File: src/rtl/cnu_minsum_serial.sv
// Offset min-sum check-node unit: serially collects D variable-to-check messages,
// then serially emits D check-to-variable messages plus the row syndrome.
module cnu_minsum_serial #(
  parameter int DATA_W = 8,
  parameter int D      = 6,
  parameter int IDX_W  = 3,
  parameter int OFFSET = 0
) (
  input  logic              clk,
  input  logic              rst,
  input  logic              in_valid,
  output logic              in_ready,
  input  logic [DATA_W-1:0] in_data,
  output logic              out_valid,
  input  logic              out_ready,
  output logic [DATA_W-1:0] out_data,
  output logic [IDX_W-1:0]  out_idx,
  output logic              out_last,
  output logic              syn,
  output logic              syn_valid
);

  localparam logic [DATA_W-2:0] MAXMAG   = {(DATA_W-1){1'b1}};
  localparam logic [DATA_W-1:0] MOSTNEG  = {1'b1, {(DATA_W-1){1'b0}}};
  localparam logic [DATA_W-2:0] OFF_M    = (DATA_W-1)'(OFFSET);
  localparam logic [IDX_W-1:0]  LAST_IDX = IDX_W'(D-1);

  typedef enum logic {COLLECT = 1'b0, EMIT = 1'b1} state_t;

  state_t              state_r, state_nxt_s;
  logic [IDX_W-1:0]    cnt_r, cnt_nxt_s;
  logic [DATA_W-2:0]   min1_r, min1_nxt_s, min2_r, min2_nxt_s;
  logic [IDX_W-1:0]    idx1_r, idx1_nxt_s;
  logic                sgn_tot_r, sgn_tot_nxt_s;
  logic [D-1:0]        sign_r, sign_nxt_s;
  logic                syn_r, syn_nxt_s, syn_valid_r, syn_valid_nxt_s;
  logic                in_ready_r, in_ready_nxt_s;
  logic                out_valid_r, out_valid_nxt_s;
  logic [DATA_W-1:0]   out_data_r, out_data_nxt_s;
  logic [IDX_W-1:0]    out_idx_r, out_idx_nxt_s;
  logic                out_last_r, out_last_nxt_s;
  logic [DATA_W-2:0]   beat_mag_s;
  logic                beat_sgn_s, in_acc_s, out_acc_s;

  // Saturating magnitude: the most negative code maps to MAXMAG.
  function automatic logic [DATA_W-2:0] mag_of(input logic [DATA_W-1:0] v);
    logic [DATA_W-1:0] neg_s;
    neg_s = ~v + {{(DATA_W-1){1'b0}}, 1'b1};
    if (v == MOSTNEG) begin
      mag_of = MAXMAG;
    end else if (v[DATA_W-1]) begin
      mag_of = neg_s[DATA_W-2:0];
    end else begin
      mag_of = v[DATA_W-2:0];
    end
  endfunction

  function automatic logic [DATA_W-1:0] emit_val(
    input logic [IDX_W-1:0]  i,
    input logic [DATA_W-2:0] m1,
    input logic [DATA_W-2:0] m2,
    input logic [IDX_W-1:0]  i1,
    input logic              stot,
    input logic [D-1:0]      signs
  );
    logic [DATA_W-2:0] mag_s;
    logic              sgn_s;
    mag_s = (i == i1) ? m2 : m1;
    if (mag_s > OFF_M) begin
      mag_s = mag_s - OFF_M;
    end else begin
      mag_s = {(DATA_W-1){1'b0}};
    end
    sgn_s = stot ^ signs[i];
    if (sgn_s) begin
      emit_val = {DATA_W{1'b0}} - {1'b0, mag_s};
    end else begin
      emit_val = {1'b0, mag_s};
    end
  endfunction

  assign beat_mag_s = mag_of(in_data);
  assign beat_sgn_s = in_data[DATA_W-1];
  assign in_acc_s   = in_valid && in_ready_r;
  assign out_acc_s  = out_valid_r && out_ready;

  // Next-state and datapath update for both collection and emission.
  always_comb begin
    state_nxt_s     = state_r;
    cnt_nxt_s       = cnt_r;
    min1_nxt_s      = min1_r;
    min2_nxt_s      = min2_r;
    idx1_nxt_s      = idx1_r;
    sgn_tot_nxt_s   = sgn_tot_r;
    sign_nxt_s      = sign_r;
    syn_nxt_s       = syn_r;
    syn_valid_nxt_s = syn_valid_r;
    out_data_nxt_s  = out_data_r;
    out_idx_nxt_s   = out_idx_r;
    out_last_nxt_s  = out_last_r;
    case (state_r)
      COLLECT: begin
        if (in_acc_s) begin
          sign_nxt_s[cnt_r] = beat_sgn_s;
          sgn_tot_nxt_s     = sgn_tot_r ^ beat_sgn_s;
          if (beat_mag_s < min1_r) begin
            min2_nxt_s = min1_r;
            min1_nxt_s = beat_mag_s;
            idx1_nxt_s = cnt_r;
          end else if (beat_mag_s < min2_r) begin
            min2_nxt_s = beat_mag_s;
          end else begin
            min2_nxt_s = min2_r;
          end
          if (cnt_r == LAST_IDX) begin
            cnt_nxt_s       = {IDX_W{1'b0}};
            syn_nxt_s       = sgn_tot_nxt_s;
            syn_valid_nxt_s = 1'b1;
            state_nxt_s     = EMIT;
            out_idx_nxt_s   = {IDX_W{1'b0}};
            out_last_nxt_s  = 1'b0;
            out_data_nxt_s  = emit_val({IDX_W{1'b0}}, min1_nxt_s, min2_nxt_s,
                                       idx1_nxt_s, sgn_tot_nxt_s, sign_nxt_s);
          end else begin
            cnt_nxt_s = cnt_r + {{(IDX_W-1){1'b0}}, 1'b1};
          end
        end else begin
          state_nxt_s = COLLECT;
        end
      end
      EMIT: begin
        if (out_acc_s && out_last_r) begin
          state_nxt_s    = COLLECT;
          min1_nxt_s     = MAXMAG;
          min2_nxt_s     = MAXMAG;
          sgn_tot_nxt_s  = 1'b0;
          cnt_nxt_s      = {IDX_W{1'b0}};
          out_idx_nxt_s  = {IDX_W{1'b0}};
          out_last_nxt_s = 1'b0;
          out_data_nxt_s = {DATA_W{1'b0}};
        end else if (out_acc_s) begin
          out_idx_nxt_s  = out_idx_r + {{(IDX_W-1){1'b0}}, 1'b1};
          out_last_nxt_s = (out_idx_nxt_s == LAST_IDX);
          out_data_nxt_s = emit_val(out_idx_nxt_s, min1_r, min2_r, idx1_r,
                                    sgn_tot_r, sign_r);
        end else begin
          state_nxt_s = EMIT;
        end
      end
      default: begin
        state_nxt_s = COLLECT;
      end
    endcase
    in_ready_nxt_s  = (state_nxt_s == COLLECT);
    out_valid_nxt_s = (state_nxt_s == EMIT);
  end

  // State and datapath registers; in_ready stays low while rst is held.
  always_ff @(posedge clk or posedge rst) begin
    if (rst) begin
      state_r     <= COLLECT;
      cnt_r       <= {IDX_W{1'b0}};
      min1_r      <= MAXMAG;
      min2_r      <= MAXMAG;
      idx1_r      <= {IDX_W{1'b0}};
      sgn_tot_r   <= 1'b0;
      sign_r      <= {D{1'b0}};
      syn_r       <= 1'b0;
      syn_valid_r <= 1'b0;
      in_ready_r  <= 1'b0;
      out_valid_r <= 1'b0;
      out_data_r  <= {DATA_W{1'b0}};
      out_idx_r   <= {IDX_W{1'b0}};
      out_last_r  <= 1'b0;
    end else begin
      state_r     <= state_nxt_s;
      cnt_r       <= cnt_nxt_s;
      min1_r      <= min1_nxt_s;
      min2_r      <= min2_nxt_s;
      idx1_r      <= idx1_nxt_s;
      sgn_tot_r   <= sgn_tot_nxt_s;
      sign_r      <= sign_nxt_s;
      syn_r       <= syn_nxt_s;
      syn_valid_r <= syn_valid_nxt_s;
      in_ready_r  <= in_ready_nxt_s;
      out_valid_r <= out_valid_nxt_s;
      out_data_r  <= out_data_nxt_s;
      out_idx_r   <= out_idx_nxt_s;
      out_last_r  <= out_last_nxt_s;
    end
  end

  assign in_ready  = in_ready_r;
  assign out_valid = out_valid_r;
  assign out_data  = out_data_r;
  assign out_idx   = out_idx_r;
  assign out_last  = out_last_r;
  assign syn       = syn_r;
  assign syn_valid = syn_valid_r;

endmodule
File: config.mk
export PLATFORM = sky130hd
export DESIGN_NAME = cnu_minsum_serial
export DESIGN_NICKNAME = d
export VERILOG_FILES = /design/src/rtl/cnu_minsum_serial.sv
export SDC_FILE = /design/constraint.sdc
export NUM_CORES = 1
export LEC_CHECK = 0
export BUFFER_PORTS_ARGS = -buffer_cell sky130_fd_sc_hd__clkbuf_2
export CORE_MARGIN = 3
export CORE_UTILIZATION = 43
export CTS_CLUSTER_SIZE = 28
export DETAILED_ROUTE_END_ITERATION = 6
export HOLD_SLACK_MARGIN = 0.08
export PLACE_DENSITY_LB_ADDON = 0.25
export SLEW_MARGIN = 20
export SYNTH_ARGS = -nofsm -noshare
export SYNTH_HDL_FRONTEND = slang
export SYNTH_SLANG_ARGS = --single-unit
File: constraint.sdc
create_clock -name clk -period 6.5 [get_ports clk]
set_input_delay 0.65 -clock clk [delete_from_list [all_inputs] [get_ports clk]]
set_output_delay 0.65 -clock clk [all_outputs]
set_load 0.01 [all_outputs]
==> metrics.md, run 1 <==
| Metric | Value |
|---|---|
| Yosys warns | `0` |
| Worst-margin pin slew | `0.940 ns` |
| Post-CTS Resized | `0` |
| Mapped Area | `roughly 3300 um^2` |
| DR WL/cell | `18.5 um` |
| Startpoint Class | `input pin` |
| Cell area after layout | `roughly 3700 um^2` |
| Area delta synth->final | `10.1%` |
| Leakage | `between 0.0015 and 0.002 uW` |
| Area of the core | `approximately 7400 um^2` |
| Adder-cell share of the synthesized area | `slightly above 7%` |
| Run status | `complete, no violations` |
| Period minus WS final | `around 5 ns` |
| Top Layer Used | `met4` |
| Die W | `94.0 um` |
| Critical Path RT | `about 6.7 ns` |
| Critical path's largest stage delay | `0.64 ns` |
| Starting density of the core | `between 40 and 50%` |
| Die H | `about 94 um` |
| Largest net degree at the start of global routing | `44` |
| Layout cells sized above 1 | `between 10% and 20%` |
| XOR/XNOR share of the synthesized area | `4.62%` |
| Hold-fix buffer count after cts | `0` |
| Worst-path cell chain | `clkbuf_2, inv_1, ha_1, nand2b_1, nor2_1, o21a_1, o21ai_0, inv_1, ha_1, nand4_1, o311ai_4, mux2i_1, o32a_1, nand3_1, ha_1, and3b_1, or4_1, nand3_1` |
| Most frequent cell after synthesis | `nand2_1` |
| Peak VDD IR | `about 0.18 mV` |
| Top cells by area, synth | `dfrtp_1, dfstp_2, ha_1` |
| Peak Freq | `around 0.20 GHz` |
| Detailed placement HPWL | `7.03 mm` |
| Worst Path Arrival | `around 5.2 ns` |
| Async set-reset flop share out of synthesis | `100%` |
| Unrepaired setup endpoints after global routing | `no` |
| Net Sw Power | `1120 uW` |
| TritonCTS clock tree | `yes` |
| Reg2reg setup slack | `between 2 and 3 ns` |
| Postcts setup bufs | `0` |
| Final worst path period share | `76.6%` |
| Clock Latency Late Sink | `~0.3 ns` |
| DR WL met2 | `4.48 mm` |
| Synth Area in Compound Gates | `approximately a quarter` |
| Htree depth | `2` |
| Internal Pwr Total | `about 1100 uW` |
| Slowest-stage cell, CP | `o311ai_4` |
| Most used cell, CP | `ha_1` |
| Routed wl met3 | `around 600 um` |
| Antenna violations before repair | `0` |
| Total Routed Length | `around 9.6 mm` |
| Synth Area in Simple Gates | `20.6%` |
| DR vias/cell | `approximately 6` |
| # rows | `31` |
| Ys flop type | `dfrtp_1` |
| RePlAce Congestion | `roughly 1.0` |
| Synth cell types | `between 50 and 60` |
| CP max FO | `13` |
| Seq/Total Area, Yosys | `between 30% and 40%` |
| Clk sinks | `43` |
| Syn avg cell area | `~8.5 um^2` |
| Final Net Count | `about 450` |
| Total congestion overflow | `0` |
| Synth top area share | `between 20% and 30%` |
| Max Root-Sink Buffers | `2` |
| Clock buffer count from CTS | `5` |
| Final Hold Viols | `0` |
| Met1 WL | `approximately 4.3 mm` |
| Cell type with the highest aggregate area in the netlist | `dfrtp_1` |
| Worst Setup End Kind | `flip-flop` |
| Placed cell area | `3550 um^2` |
| Worst Skew | `~0.013 ns` |
| CTS Root Cell | `clkbuf_8` |
| Global-route usage over all layers | `between 20 and 25%` |
| Mapped Nets | `423` |
| Post-route setup TNS | `0 ns` |
| Rel. slew slack | `a little under two fifths` |
| Vias | `3077` |
| Net Sw Frac | `a little over 50%` |
| Largest family of logic cells by synthesized area | `compound AO/OA/AOI/OAI gates` |
| R2R cell count | `11` |
| Reg clk slew, reported paths | `around 0.09 ns` |
| Part of the power in the clock network | `about a tenth` |
| Remaining DRCs | `0` |
| Reg-to-Reg End | `out_data[4]$_DFFE_PP0P_` |
| Setup Viol. Count Final | `0` |
| Number of global-route vias before repair | `2960` |
| Most instantiated cells after synthesis | `nand2_1, nor2_1, a21oi_1` |
| Initial DRC Count | `268` |
| First-pass GRT wire length | `15.4 mm` |
| Drt first pass iters | `5` |
| Kind of critical path | `in2reg` |
| Port Buf Inserts | `27` |
| Hold Path Class | `in2async` |
| Max Slew Vio Count | `0` |
| Power Density | `between 500 and 600 nW/um^2` |
| Comb power frac | `63.9%` |
| Maxcap violations | `0` |
| Post-Synthesis Cells | `392` |
| Yosys reg bits | `43` |
| # diodes | `0` |
| Critical R2R Launch | `min1_r[5]$_DFFE_PP1P_` |
| Mux share of post-synthesis cell area | `between 5 and 6%` |
| Post-synth EDFFs | `0` |
| Die Area | `just under 9000 um^2` |
| I/O Pins | `28` |
| Register share of total power | `a little over a quarter` |
| Antenna-violating nets left | `0` |
## cells by family after synthesis
kind of cell / Yosys count
DFF: 43
AOI/OAI and AO/OA: 117
buffers and inverters: 36
muxes: 17
adders and majority gates: 19
xor gates and xnor gates: 16
and+or+nand+nor: 144
## through the flow
step / total power (uW) / util, % / worst slack, ns / hold WS, ns / cells
floorplan: 1570 / - / 2.26 / 0.441 / 392
global placement: 1930 / 48.2 / 1.49 / 0.453 / 507
detailed placement: 1930 / 48.2 / 1.32 / 0.461 / 507
CTS: 2160 / 49.7 / 1.61 / 0.482 / 515
global route: 2350 / 49.7 / 1.16 / 0.508 / 515
finish: 2180 / 49.7 / 1.52 / 0.462 / 515
## registers in the layout (all words and copies together), names as in the netlist
signal     count
out_data       8
min1_r         7
min2_r         7
sign_r         6
cnt_r          3
idx1_r         3
out_idx        3
in_ready       1
out_last       1
out_valid      1
sgn_tot_r      1
syn            1
syn_valid      1
## critical path, delay by kind of cell
family / cells / cell delay, ns
AO/OA/AOI/OAI: 4 / 1.55
adder cells (fa/ha/maj): 3 / 0.82
buffers and inverters: 3 / 0.31
multiplexers: 1 / 0.59
AND/OR/NAND/NOR: 7 / 1.29
## how the worst max path moves through the flow
| stage | start | endpoint | slack, ns | depth (start not counted) |
|---|---|---|---|---|
| finish | in_data[0] | out_data[4]$_DFFE_PP0P_ | 1.52 | 18 |
| global route | in_data[0] | out_data[4]$_DFFE_PP0P_ | 1.16 | 18 |
| CTS | in_data[2] | out_data[4]$_DFFE_PP0P_ | 1.61 | 16 |
| detailed placement | in_data[0] | out_data[4]$_DFFE_PP0P_ | 1.32 | 18 |
| global placement | in_data[0] | out_data[4]$_DFFE_PP0P_ | 1.49 | 18 |
| floorplan | in_data[0] | out_data[4]$_DFFE_PP0P_ | 2.26 | 18 |
## layout by cell type (no fill, tap or decap), drive strengths merged, types with 2 or more instances in the layout
cell type and n:
o21ai 24, o21a 7, nand2 46, a21o 4, nor2b 4, nand2b 7, and3 5, o31ai 5
o221ai 4, nor3 12, o22a 7, inv 23, xnor2 9, xor2 6, o31a 3, nor4 4
clkbuf 32, a31oi 9, or3 3, dfrtp 29, a311oi 2, nand3 17, or2 2, ha 19
nand4 4, dfstp 14, clkinv 2, o22ai 2, a21oi 30, buf 2, nor2 35, mux2i 7
mux2 9, o211ai 6
## power groups by stage
stage          Sequential [uW]  Combinational (uW)  Clock, uW
2_1_floorplan              529                1040          0
3_3_place_gp               572                1350          0
3_5_place_dp               572                1360          0
4_1_cts                    566                1370        220
5_1_grt                    593                1520        232
6_report                   572                1390        217
## layer usage
layer  GRT usage [%]  vias to the layer above
li1                -                     1478
met1            31.2                     1473
met2            35.5                      112
met3            3.69                       14
met4            5.29                        0
met5               0                        -
## layout make-up
class	instances	area (um^2)
multi-input combinational	313	2100
clock inverter	3	43.8
clock buffer	5	68.8
inverter	23	86.3
tap	99	124
fill	729	3700
sequential	43	1090
timing repair buffer	29	150
(Power assumes the default switching activity.)
==> run 2, diff against run 1 <==
Clock period 6.5 ns to 4.1 ns, I/O delays scaled along.
==> metrics.md, run 2 (synthesis results as in run 1) <==
| Metric | Value |
|---|---|
| CP max FO | `4 (-9)` |
| Fin cells | `539 (+4.7%)` |
| Area delta synth->final | `14.9%` |
| Cell area after layout | `3830 um^2 (+4.4%)` |
| Period minus WS final | `roughly 3.8 ns` |
| Die W | `94.0 um (unchanged)` |
| Drt first pass iters | `5 (unchanged)` |
| Worst Setup End Kind | `flip-flop` |
| Final core utilization | `51.9% (+2.2 points)` |
| Largest net degree at the start of global routing | `44 (unchanged)` |
| Worst Setup Slack, final | `0.267 ns (-1.26 ns)` |
| Clock Latency Late Sink | `0.30 ns (about the same)` |
| DR WL/cell | `17.4 um (-6.2%)` |
| Leakage | `0.00176 uW (+6.0%)` |
| Total Routed Length | `9.37 mm (-1.9%)` |
| Unrepaired setup endpoints after global routing | `no` |
| Placed cell area | `3730 um^2 (+5.1%)` |
| Clk sinks | `43 (unchanged)` |
| Detailed placement HPWL | `7.41 mm (+5.3%)` |
| Most common cell after layout, fill and taps aside | `nand2_1` |
| Clock buffer count from CTS | `5 (unchanged)` |
| Startpoint Class | `input pin` |
| RePlAce Congestion | `1.02 (-2.4%)` |
| Peak Freq | `approximately 0.26 GHz` |
| Layout cells sized above 1 | `22.3% (+4.7 points)` |
| Global-route usage over all layers | `22.5% (+0.28 points)` |
| Critical path's largest stage delay | `0.47 ns (-0.17 ns)` |
| First-pass GRT wire length | `15.4 mm (+0.27%)` |
| Worst-path cell chain | `clkbuf_2, inv_1, ha_1, nand2b_1, nor2_1, o21a_1, o21ai_0, inv_1, ha_1, nand4_1, o21a_1, o311ai_4, mux2i_2, o32a_1, nand3_1, ha_1, and3b_1, or4_1, nand3_1` |
| Final Hold Viols | `0 (unchanged)` |
| Total congestion overflow | `0 (unchanged)` |
| Most used cell, CP | `ha_1` |
| Tot Pwr | `3510 uW (+61%)` |
| # diodes | `0 (unchanged)` |
| Final worst path period share | `between 90 and 100%` |
| Die H | `94.0 um (unchanged)` |
| Vias | `3197 (+3.9%)` |
| Htree depth | `2 (unchanged)` |
| Maxcap violations | `0 (unchanged)` |
| Setup Viol. Count Final | `0 (unchanged)` |
| Max Root-Sink Buffers | `2 (unchanged)` |
| Worst-margin pin slew | `0.860 ns (-0.0793 ns)` |
| Max Slew Vio Count | `0 (unchanged)` |
| Antenna-violating nets left | `0 (unchanged)` |
| Slowest-stage cell, CP | `or4_1` |
| Port Buf Inserts | `27 (unchanged)` |
| Remaining DRCs | `0 (unchanged)` |
| # rows | `31 (unchanged)` |
| Antenna violations before repair | `0 (unchanged)` |
| Rel. slew slack | `42.2% (+5.3 points)` |
| Max FFs per register | `8 (unchanged)` |
| TritonCTS clock tree | `yes` |
| Kind of critical path | `in2reg` |
| Initial DRC Count | `306 (+14%)` |
| Critical Path RT | `4.34 ns (-2.40 ns)` |
| CTS Root Cell | `clkbuf_8` |
| Starting density of the core | `45.2% (unchanged)` |
| Hold-fix buffer count after cts | `0 (unchanged)` |
| Worst Path Arrival | `4.07 ns (-1.15 ns)` |
| Area of the core | `7370 um^2 (unchanged)` |
| DR vias/cell | `5.93 (-0.73%)` |
| Worst Skew | `0.00765 ns (-0.00539 ns)` |
| Number of global-route vias before repair | `3003 (+1.5%)` |
| Peak VDD IR | `0.320 mV (+75%)` |
| Die Area | `8840 um^2 (unchanged)` |
| DP Cell Count | `531 (+4.7%)` |
| Most frequent cells in the layout | `nand2_1, nor2_1, a21oi_1, dfrtp_1, clkbuf_2` |
| Run status | `complete, no violations` |
| Hold Path Class | `in2async` |
| Final Net Count | `470 (+5.4%)` |
| DP Worst Slack | `-0.0770 ns (-1.40 ns)` |
| Fillers | `707 (-3.0%)` |
| Power Density | `916 nW/um^2 (+54%)` |
| I/O Pins | `28 (unchanged)` |
| Reg clk slew, reported paths | `0.08 ns (about the same)` |
-- run 2: changes by cell type in the layout (fill, tap and decap cells not counted), sizes merged --
cell      before  now
buf            2   26
bufinv         1    0
clkbuf        32   33
clkinv         2    1
clkinvlp       0    1
-- run 2: final cells by class --
class                           instances  area [um^2]  area share, %
Clock buffer                            6         72.6           1.90
Clock inverter                          2         12.5          0.327
Inverter                               23         86.3           2.26
Multi-Input combinational cell        313         2110           55.1
Sequential cell                        43         1090           28.6
Tap cell                               99          124           3.24
Timing Repair Buffer                   53          330           8.63
-- run 2: power breakdown --
part / internal (uW) / switching [uW] / total [uW]
Sequential: 665 / 236 / 901
Combinational: 957 / 1380 / 2340
Clock: 119 / 149 / 268
Total: 1740 / 1760 / 3510
-- run 2: repair_timing --
action | in CTS | in global routing
endpoints found under the setup margin | 0 | 1
buffers inserted | 0 | 0
resized for setup | 0 | 1
-- run 2: critical path, delay by kind of cell --
family | cells | cell delay, ns
multiplexers | 1 | 0.33
AO/OA/AOI/OAI | 5 | 0.96
buffers and inverters | 3 | 0.27
adder cells (fa/ha/maj) | 3 | 0.79
AND/OR/NAND/NOR | 7 | 1.31
-- run 2: path summary, 6_finish.rpt --
kind                       slack (ns)                  start                 endpoint  cells past startpoint
min reg2reg                      0.48  sign_r[5]$_DFFE_PP0P_    sign_r[5]$_DFFE_PP0P_                      2
max in group asynchronous        3.50                    rst    min1_r[6]$_DFFE_PP1P_                      3
min in group clk                 0.48  sign_r[5]$_DFFE_PP0P_    sign_r[5]$_DFFE_PP0P_                      2
max reg2reg                      0.67  min1_r[5]$_DFFE_PP1P_  out_data[4]$_DFFE_PP0P_                     12
min                              0.22                    rst    sign_r[5]$_DFFE_PP0P_                      3
max                              0.27             in_data[0]  out_data[4]$_DFFE_PP0P_                     19
-- run 2: layer usage --
| metal | GRT usage (%) | wire [um] | vias up |
|---|---|---|---|
| met5 | 0 | 0 | - |
| met4 | 4.45 | 119 | 0 |
| met3 | 3.04 | 487 | 11 |
| met2 | 36.3 | 4440 | 120 |
| met1 | 32.1 | 4330 | 1530 |
| li1 | - | - | 1536 |
-- run 2: per-stage QoR --
step                hold slack [ns]  TNS [ns]
detailed placement            0.464   -0.0770
floorplan                     0.441         0
global placement              0.451         0
global route                  0.261         0
finish                        0.216         0
CTS                           0.235         0
